File: src/rtl/bin2x2_filter.sv
// rtl/bin2x2_filter.sv - 2x2 mean binning of a raster pixel stream, valid/ready on both sides
// Optional BIN2X2_ROUND_EN: round-half-up instead of truncating the 2x2 mean.
module bin2x2_filter #(
  parameter int PIXEL_BIT_WIDTH = 12,
  parameter int IN_ROWS         = 20,
  parameter int IN_COLS         = 20
) (
  input  logic                       clk,
  input  logic                       reset,
  input  logic [PIXEL_BIT_WIDTH-1:0] pixel_in,
  input  logic                       in_valid,
  output logic                       in_ready,
  output logic [PIXEL_BIT_WIDTH-1:0] pixel_out,
  output logic                       out_valid,
  input  logic                       out_ready
);

  localparam int P        = PIXEL_BIT_WIDTH;
  localparam int CW       = $clog2(IN_COLS + 1);
  localparam int RW       = $clog2(IN_ROWS + 1);
  localparam int AW       = CW - 1;
  localparam int LB_DEPTH = IN_COLS / 2;

  logic [CW-1:0]  r_col;
  logic [RW-1:0]  r_row;
  logic [P:0]     r_h_acc;
  logic [P:0]     r_linebuf [LB_DEPTH];
  logic [P-1:0]   r_pixel_out;
  logic           r_out_valid;

  logic           w_accept;
  logic           w_col_last;
  logic           w_row_last;
  logic           w_col_odd;
  logic           w_row_odd;
  logic           w_lb_wr;
  logic           w_load;
  logic [AW-1:0]  w_lb_idx;
  logic [P:0]     w_lb_rd;
  logic [P:0]     w_pair_sum;
  logic [P+1:0]   w_sum;
  logic [P+1:0]   w_sum_adj;
  logic [P-1:0]   w_mean;

  // A held output stalls every input beat, not just the ones that would produce an output.
  assign in_ready   = reset && (!r_out_valid || out_ready);
  assign w_accept   = in_valid && in_ready;

  assign w_col_last = (r_col == CW'(IN_COLS - 1));
  assign w_row_last = (r_row == RW'(IN_ROWS - 1));
  assign w_col_odd  = r_col[0];
  assign w_row_odd  = r_row[0];

  assign w_lb_idx   = r_col[CW-1:1];
  assign w_lb_rd    = r_linebuf[w_lb_idx];
  assign w_pair_sum = r_h_acc + {1'b0, pixel_in};
  assign w_sum      = {1'b0, w_lb_rd} + {1'b0, r_h_acc} + {2'b00, pixel_in};

`ifdef BIN2X2_ROUND_EN
  assign w_sum_adj  = w_sum + (P+2)'(2);
`else
  assign w_sum_adj  = w_sum;
`endif
  assign w_mean     = P'(w_sum_adj >> 2);

  assign w_lb_wr    = w_accept && w_col_odd && !w_row_odd;
  assign w_load     = w_accept && w_col_odd && w_row_odd;

  always_ff @(posedge clk or negedge reset) begin
    if (!reset) begin
      r_col <= '0;
      r_row <= '0;
    end else if (w_accept) begin
      if (w_col_last) begin
        r_col <= '0;
        r_row <= w_row_last ? '0 : r_row + RW'(1);
      end else begin
        r_col <= r_col + CW'(1);
      end
    end
  end

  always_ff @(posedge clk or negedge reset) begin
    if (!reset) begin
      r_h_acc <= '0;
    end else if (w_accept && !w_col_odd) begin
      r_h_acc <= {1'b0, pixel_in};
    end
  end

  // Line buffer holds the horizontal pair sums of the even row; it is never cleared.
  always_ff @(posedge clk) begin
    if (w_lb_wr) begin
      r_linebuf[w_lb_idx] <= w_pair_sum;
    end
  end

  always_ff @(posedge clk or negedge reset) begin
    if (!reset) begin
      r_pixel_out <= '0;
      r_out_valid <= 1'b0;
    end else if (w_load) begin
      r_pixel_out <= w_mean;
      r_out_valid <= 1'b1;
    end else if (out_ready) begin
      r_out_valid <= 1'b0;
    end
  end

  assign pixel_out = r_pixel_out;
  assign out_valid = r_out_valid;

endmodule

File: config.mk
export PLATFORM = sky130hd
export DESIGN_NAME = bin2x2_filter
export DESIGN_NICKNAME = d
export VERILOG_FILES = /design/src/rtl/bin2x2_filter.sv
export SDC_FILE = /design/constraint.sdc
export NUM_CORES = 1
export LEC_CHECK = 0
export CAP_MARGIN = 0
export CORE_ASPECT_RATIO = 1.5
export CORE_MARGIN = 1
export CORE_UTILIZATION = 40
export CTS_CLUSTER_DIAMETER = 200
export DETAILED_ROUTE_END_ITERATION = 16
export GPL_TIMING_DRIVEN = 0
export PLACE_DENSITY = 0.53
export SYNTH_ARGS = -nofsm -noshare
export SYNTH_HDL_FRONTEND = slang
export SYNTH_SLANG_ARGS = --single-unit
File: constraint.sdc
create_clock -name clk -period 5.5 [get_ports clk]
set_input_delay 1.1 -clock clk [delete_from_list [all_inputs] [get_ports clk]]
set_output_delay 1.1 -clock clk [all_outputs]
set_load 0.05 [all_outputs]
==> metrics.md, run 1 <==
| Metric | Value |
|---|---|
| Outcome | `completed` |
| Max Freq | `208 MHz` |
| Final worst-path cycle share | `between 80% and 90%` |
| Worst EP arrival | `5080 ps` |
| Clock Tree Root | `clkbuf_16` |
| Peak supply drop | `0.214 mV` |
| Post-DRT Antenna Nets | `0` |
| Max Fanout on Critical Path | `10` |
| GPL Wtd Cong | `0.835` |
| Power Dens Cells | `roughly 560 nW/um2` |
| Setup crit start kind | `flop` |
| Top cell type's share of synthesized area | `51.0%` |
| Grt ovf | `0` |
| CTS Buffer Depth | `2` |
| Max-slew violations | `0` |
| WL final | `16.0 mm` |
| CTS buffer count | `17` |
| Hold Startpoint | `pixel_out[0]` |
| RSZ-0062 raised after global routing | `false` |
| Post-Syn Area | `7650 um2` |
| Multi-input gate area | `roughly 2800 um2` |
| Yosys warning count | `0` |
| DR WL/cell | `19.5 um` |
| Reg area | `4780 um2` |
| Count of final hold-check violations | `0` |
| CTS tree | `yes` |
| Cell variety after synth | `54` |
| P&R area growth vs syn | `16.7%` |
| # resized after CTS | `0` |
| Die area | `roughly 20000 um2` |
| Largest net degree at the start of global routing | `38` |
| Area contributors post-synth | `edfxtp_1, dfrtp_1, mux4_2` |
| Final number of setup-violating endpoints | `0` |
| Worst Skew | `16.8 ps` |
| Worst Hold Depth | `2` |
| # rows | `61` |
| H-Tree Depth | `4` |
| Crit. End Element | `flop` |
| Slew HR | `9.69%` |
| DRT iter0 DRCs | `around 150` |
| Layout cell share with drive strength beyond 1 | `17.2%` |
| DR vias/cell | `5.28` |
| Nets | `between 600 and 700` |
| Clock period minus worst slack | `4800 ps` |
| WHS Endpoint | `pixel_out[0]` |
| Clk slew on worst S/H paths | `70 ps` |
| Antenna Cells | `0` |
| Clock Latency Late Sink | `between 400 and 500 ps` |
| Postcts setup bufs | `0` |
| Reg2reg setup slack | `between 600 and 700 ps` |
| Sequential share of the synthesized area | `62.5%` |
| Post-detail-place hpwl | `11.9 mm` |
| DR DRC count | `0` |
| Hold Crit Class | `flop to flop` |
| Fin util | `a little under half` |
| Syn Inst Count | `502` |
| Syn Area/Cell | `between 15 and 20 um2` |
| Max Cap Violations | `0` |
| Area leader, netlist | `edfxtp_1` |
| First-pass DRT Iterations | `4` |
| GRT Total Usage | `17.8%` |
| Critical R2R Capture | `pixel_out[9]` |
| Required @ worst endpoint | `about 5800 ps` |
| Launching point of the worst reg2reg path | `r_col[2]` |
| Top_reg_cell synth | `edfxtp_1` |
| Die height | `171 um` |
| DR vias | `4331` |
| Hold_buf cts | `0` |
| PortBufs | `29` |
| Filler Cells Inserted | `~1.7k` |
| First-pass GRT wire length | `approximately 25 mm` |
| Initial antenna violation count | `0` |
| Slew @ Worst Pin | `approximately 1300 ps` |
| Sum of negative setup slack | `0 ps` |
| Vias in the first global route | `4658` |
| Starting density of the core | `about 41%` |
| Syn_nets | `556` |
| Seq cells post-synth | `roughly 170` |
| Core area | `18600 um2` |
| Post-synth EDFFs | `130` |
| R2R depth | `15` |
| PnR Total Power | `5040 uW` |
| I/O pin count | `30` |
| FFs w/ async S/R, synth | `21.2%` |
| Crit path kind | `flop to flop` |
| Sink Count | `165` |
| P_leak | `0.00317 uW` |
| Die Width | `between 100 and 150 um` |
## kinds of logic after synthesis
kind of cell,synth area share [%]
AO/OA/AOI/OAI,7.25
XOR/XNOR,1.95
adder cells (fa/ha/maj),7.49
buffers and inverters,1.70
flip-flops,62.5
multiplexers,11.7
AND/OR/NAND/NOR,7.41
## sequential cells by signal (all words and copies together), names as in the netlist
signal     count
out_valid      1
r_h_acc       12
pixel_out     12
r_row          5
r_linebuf    130
r_col          5
## layout by cell type, fill, tap and decap left out, drive strengths merged, types with 4 or more instances in the layout
cell type,instances
fa,13
clkinv,5
nor2b,15
clkbuf,28
xnor2,13
xor2,4
nor2,17
nand2b,9
edfxtp,130
mux4,26
ha,25
dfrtp,35
mux2,16
mux2i,13
buf,15
o21ai,23
nor3,10
a211oi,12
inv,21
nand2,27
a21o,5
nand3,6
a21oi,30
and3,4
clkdlybuf4s50,28
## routing by layer
layer / wire length [um] / track usage (%) / share of wire, %
met1: 6280 / 19.3 / 39
met2: 9010 / 33.8 / 56
met3: 425 / 3.10 / 2.7
met4: 322 / 7.23 / 2.0
met5: 0 / 0 / 0
## final cells by class
| type | count | share of cell area, % |
|---|---|---|
| Buffer | 19 | 0.953 |
| Clock buffer | 17 | 4.76 |
| Sequential cell | 165 | 53.5 |
| Inverter | 12 | 0.504 |
| Multi-Input combinational cell | 306 | 31.0 |
| Tap cell | 252 | 3.53 |
| Clock inverter | 15 | 1.72 |
| Timing Repair Buffer | 35 | 3.99 |
## critical path, cell delays in order, from the launching register on
cell and delay [ps]:
dfrtp_1 320, buf_2 230, buf_1 530, mux4_2 410, nor2b_1 140, a211oi_1 300, a21oi_1 120, fa_1 520
fa_1 480, a21o_1 230, a21o_1 240, a211oi_1 290, o21bai_1 160, a31oi_1 320, mux2i_1 230, o311ai_0 140
## stage by stage
step / hold slack [ps] / instance area, um2 / instances / worst slack [ps]
final: 474 / 8930 / 821 / 698
after global routing: 516 / 8930 / 821 / 369
after CTS: 482 / 8930 / 821 / 624
after detailed placement: 462 / 8350 / 789 / 652
after global placement: 461 / 8250 / 783 / -1390
after floorplan: 475 / 7650 / 502 / 1520
## synth_stat cells, drive strengths merged (2+ instances only)
cell type  instances
clkbuf            11
nand4              3
xnor2             13
nand2b             9
or4                2
edfxtp           130
a31oi              3
and2               3
fa                13
mux4              26
nor3              10
ha                25
buf                8
nand4b             2
nor3b              3
inv               12
dfrtp             35
and3               4
o311ai             3
nand3              6
mux2i             13
o21ai             23
mux2              16
nand2             27
xor2               4
o2111ai            2
a211oi            12
a21o               5
a21oi             30
nor2              17
nor2b             15
## worst max-delay path by stage
stage | from | end | slack (ps) | cells past startpoint
CTS | r_col[2] | pixel_out[9] | 620 | 15
finish | r_col[2] | pixel_out[9] | 700 | 15
detailed placement | r_col[2] | pixel_out[9] | 650 | 15
global route | r_col[2] | pixel_out[9] | 370 | 15
global placement | reset | r_linebuf[2][7] | -1390 | 7
floorplan | r_col[1] | pixel_out[9] | 1520 | 14
## power breakdown
part	switching, uW	internal [uW]
Sequential	71.7	1640
Combinational	1310	855
Clock	555	607
Total	1940	3100
Note: power is estimated with default switching activity, not from simulation.
==> inputs of run 2 (changes only) <==
- CORE_MARGIN: 1 -> 2
==> metrics.md, run 2 (same netlist as run 1, synthesis figures left out) <==
| Metric | Value |
|---|---|
| Critical R2R Capture | `pixel_out[9]` |
| Crit-path cells | `buf_2 -> buf_1 -> mux4_2 -> nor2b_1 -> a211oi_1 -> a21oi_1 -> fa_1 -> fa_1 -> a21o_1 -> a21o_1 -> a211oi_1 -> o21bai_1 -> a31oi_1 -> mux2i_1 -> o311ai_0` |
| Met1 GRT Util | `19.6% (+0.39 points)` |
| Layout cell share with drive strength beyond 1 | `17.4% (+0.15 points)` |
| Slew @ Worst Pin | `1310 ps (-42.9 ps)` |
| Sum of negative setup slack | `0 ps (unchanged)` |
| Core area | `18900 um2 (+1.6%)` |
| Max Cap Violations | `0 (unchanged)` |
| Top Usage Layer GRT | `met2` |
| Nets | `611 (+0.16%)` |
| Die Width | `117 um (+1.7%)` |
| Die area | `20300 um2 (+2.9%)` |
| CP Buf/Inv Count | `2 (unchanged)` |
| DR WL/cell | `19.9 um (+1.8%)` |
| # rows | `62 (+1.6%)` |
| GRT Total Usage | `17.5% (-0.30 points)` |
| Largest Register | `r_linebuf` |
| Crit path largest cell delay | `550 ps (+20 ps)` |
| Crit. End Element | `flop` |
| GPL Wtd Cong | `0.832 (-0.31%)` |
| Crit path kind | `flop to flop` |
| GRT met3 Usage | `2.94% (-0.16 points)` |
| Met2 usage in global routing | `31.5% (-2.3 points)` |
| PortBufs | `29 (unchanged)` |
| WL final | `16.4 mm (+2.5%)` |
| Hold_buf cts | `0 (unchanged)` |
| Initial antenna violation count | `0 (unchanged)` |
| Required @ worst endpoint | `5790 ps (about the same)` |
| Clock Tree Root | `clkbuf_16` |
| Worst setup path start | `r_col[2]` |
| Max reg flops | `130 (unchanged)` |
| PnR Total Power | `5120 uW (+1.6%)` |
| Commonest cells after routing, fill and taps aside | `edfxtp_1, dfrtp_1, a21oi_1` |
| RSZ-0062 raised after global routing | `false` |
| First-pass DRT Iterations | `4 (unchanged)` |
| DRT iter0 DRCs | `202 (+31%)` |
| Reg2reg setup slack | `670 ps (-30 ps)` |
| Max Freq | `207 MHz (-0.62%)` |
| Setup crit end | `pixel_out[9]` |
| Clock period minus worst slack | `4830 ps (+30.1 ps)` |
| Setup crit start kind | `flop` |
| Final number of setup-violating endpoints | `0 (unchanged)` |
| Max Fanout on Critical Path | `10 (unchanged)` |
| CTS tree | `yes` |
| Clk slew on worst S/H paths | `70 ps (about the same)` |
| R2R depth | `15 (unchanged)` |
| Final worst-path cycle share | `87.8% (+0.55 points)` |
| Place WS | `636 ps (-16.2 ps)` |
| Slew HR | `12.6% (+2.9 points)` |
| Sink Count | `165 (unchanged)` |
| Grt ovf | `0 (unchanged)` |
| Max-slew violations | `0 (unchanged)` |
| # resized after CTS | `0 (unchanged)` |
| Top delay family on crit path | `compound AO/OA/AOI/OAI gates` |
| DR vias/cell | `5.25 (-0.40%)` |
| Peak supply drop | `0.230 mV (+7.5%)` |
| CTS buffer count | `17 (unchanged)` |
| Count of final hold-check violations | `0 (unchanged)` |
| CTS Buffer Depth | `2 (unchanged)` |
| Post-detail-place hpwl | `12.2 mm (+1.9%)` |
| Starting density of the core | `40.4% (-0.66 points)` |
| Outcome | `completed` |
| Antenna Cells | `0 (unchanged)` |
| Vias in the first global route | `4660 (+0.043%)` |
| Largest net degree at the start of global routing | `38 (unchanged)` |
| H-Tree Depth | `4 (unchanged)` |
| I/O pin count | `30 (unchanged)` |
| Worst EP arrival | `5120 ps (+40 ps)` |
| Worst Skew | `11.3 ps (-5.58 ps)` |
| Clock Latency Late Sink | `430 ps (about the same)` |
| DR vias | `4340 (+0.21%)` |
| Most common cell after layout, fill and taps aside | `edfxtp_1` |
| First-pass GRT wire length | `25.7 mm (+1.6%)` |
| Launching point of the worst reg2reg path | `r_col[2]` |
| Die height | `173 um (+1.2%)` |
| Fin worst setup slack | `668 ps (-30.1 ps)` |
| Post-DRT Antenna Nets | `0 (unchanged)` |
| Postcts setup bufs | `0 (unchanged)` |
| Hold Crit Class | `flop to flop` |
| DR DRC count | `0 (unchanged)` |
| Max stage delay cell, worst path | `buf_1` |
| P_leak | `0.00318 uW (+0.43%)` |
| Power Dens Cells | `572 nW/um2 (+1.3%)` |
| P&R area growth vs syn | `17.1%` |
| Crit. path cell count | `15 (unchanged)` |
==> run 2: changes by cell type in the layout (fill, tap and decap cells not counted), sizes merged <==
| cell | change |
|---|---|
| buf | +1 |
| clkinv | -4 |
| clkinvlp | +1 |
| inv | +1 |
| bufinv | +2 |
==> run 2: worst min path at each step <==
stage / from / end / slack [ps] / cells after the start
4_1_cts: pixel_out[0] / pixel_out[0] / 480 / 2
6_report: pixel_out[0] / pixel_out[0] / 480 / 2
3_5_place_dp: pixel_out[0] / pixel_out[0] / 460 / 2
2_1_floorplan: r_h_acc[1] / r_h_acc[1] / 480 / 2
3_3_place_gp: pixel_out[0] / pixel_out[0] / 460 / 2
5_1_grt: pixel_out[0] / pixel_out[0] / 500 / 2
==> run 2: through the flow <==
| step | hold slack (ps) | util, % | cells | instance area (um2) |
|---|---|---|---|---|
| 2_1_floorplan | 475 | - | 502 | 7650 |
| 3_3_place_gp | 458 | 43.6 | 787 | 8260 |
| 3_5_place_dp | 462 | 44.1 | 793 | 8340 |
| 4_1_cts | 480 | 47.3 | 825 | 8950 |
| 5_1_grt | 504 | 47.3 | 826 | 8960 |
| 6_report | 475 | 47.3 | 826 | 8960 |
==> run 2: area by class of cell <==
cell class / instances / area (um2)
repair buffers: 36 / 353
clock buffers: 17 / 425
fillers: 1695 / 9970
plain buffers: 19 / 85.1
clock inverters: 15 / 184
flip-flops and latches: 165 / 4780
multi-input cells: 306 / 2770
well taps: 256 / 320
inverters: 12 / 45.0
==> run 2: tightest hold or removal path: cells and delay by family (launching register included) <==
| kind | cells | cell delay (ps) |
|---|---|---|
| flops | 1 | 350 |
| simple gates | 2 | 100 |
==> run 2: routing by layer <==
metal / share of wire, % / vias to the layer above
met3: 2.5 / 22
met1: 39 / 2181
met2: 55 / 90
met5: 0 / -
li1: - / 2047
met4: 3.2 / 0
==> run 2: power breakdown <==
group,leakage [uW],internal [uW],switching (uW)
Clock,0.000295,692,534
Sequential,0.00161,1640,71.4
Combinational,0.00127,856,1330
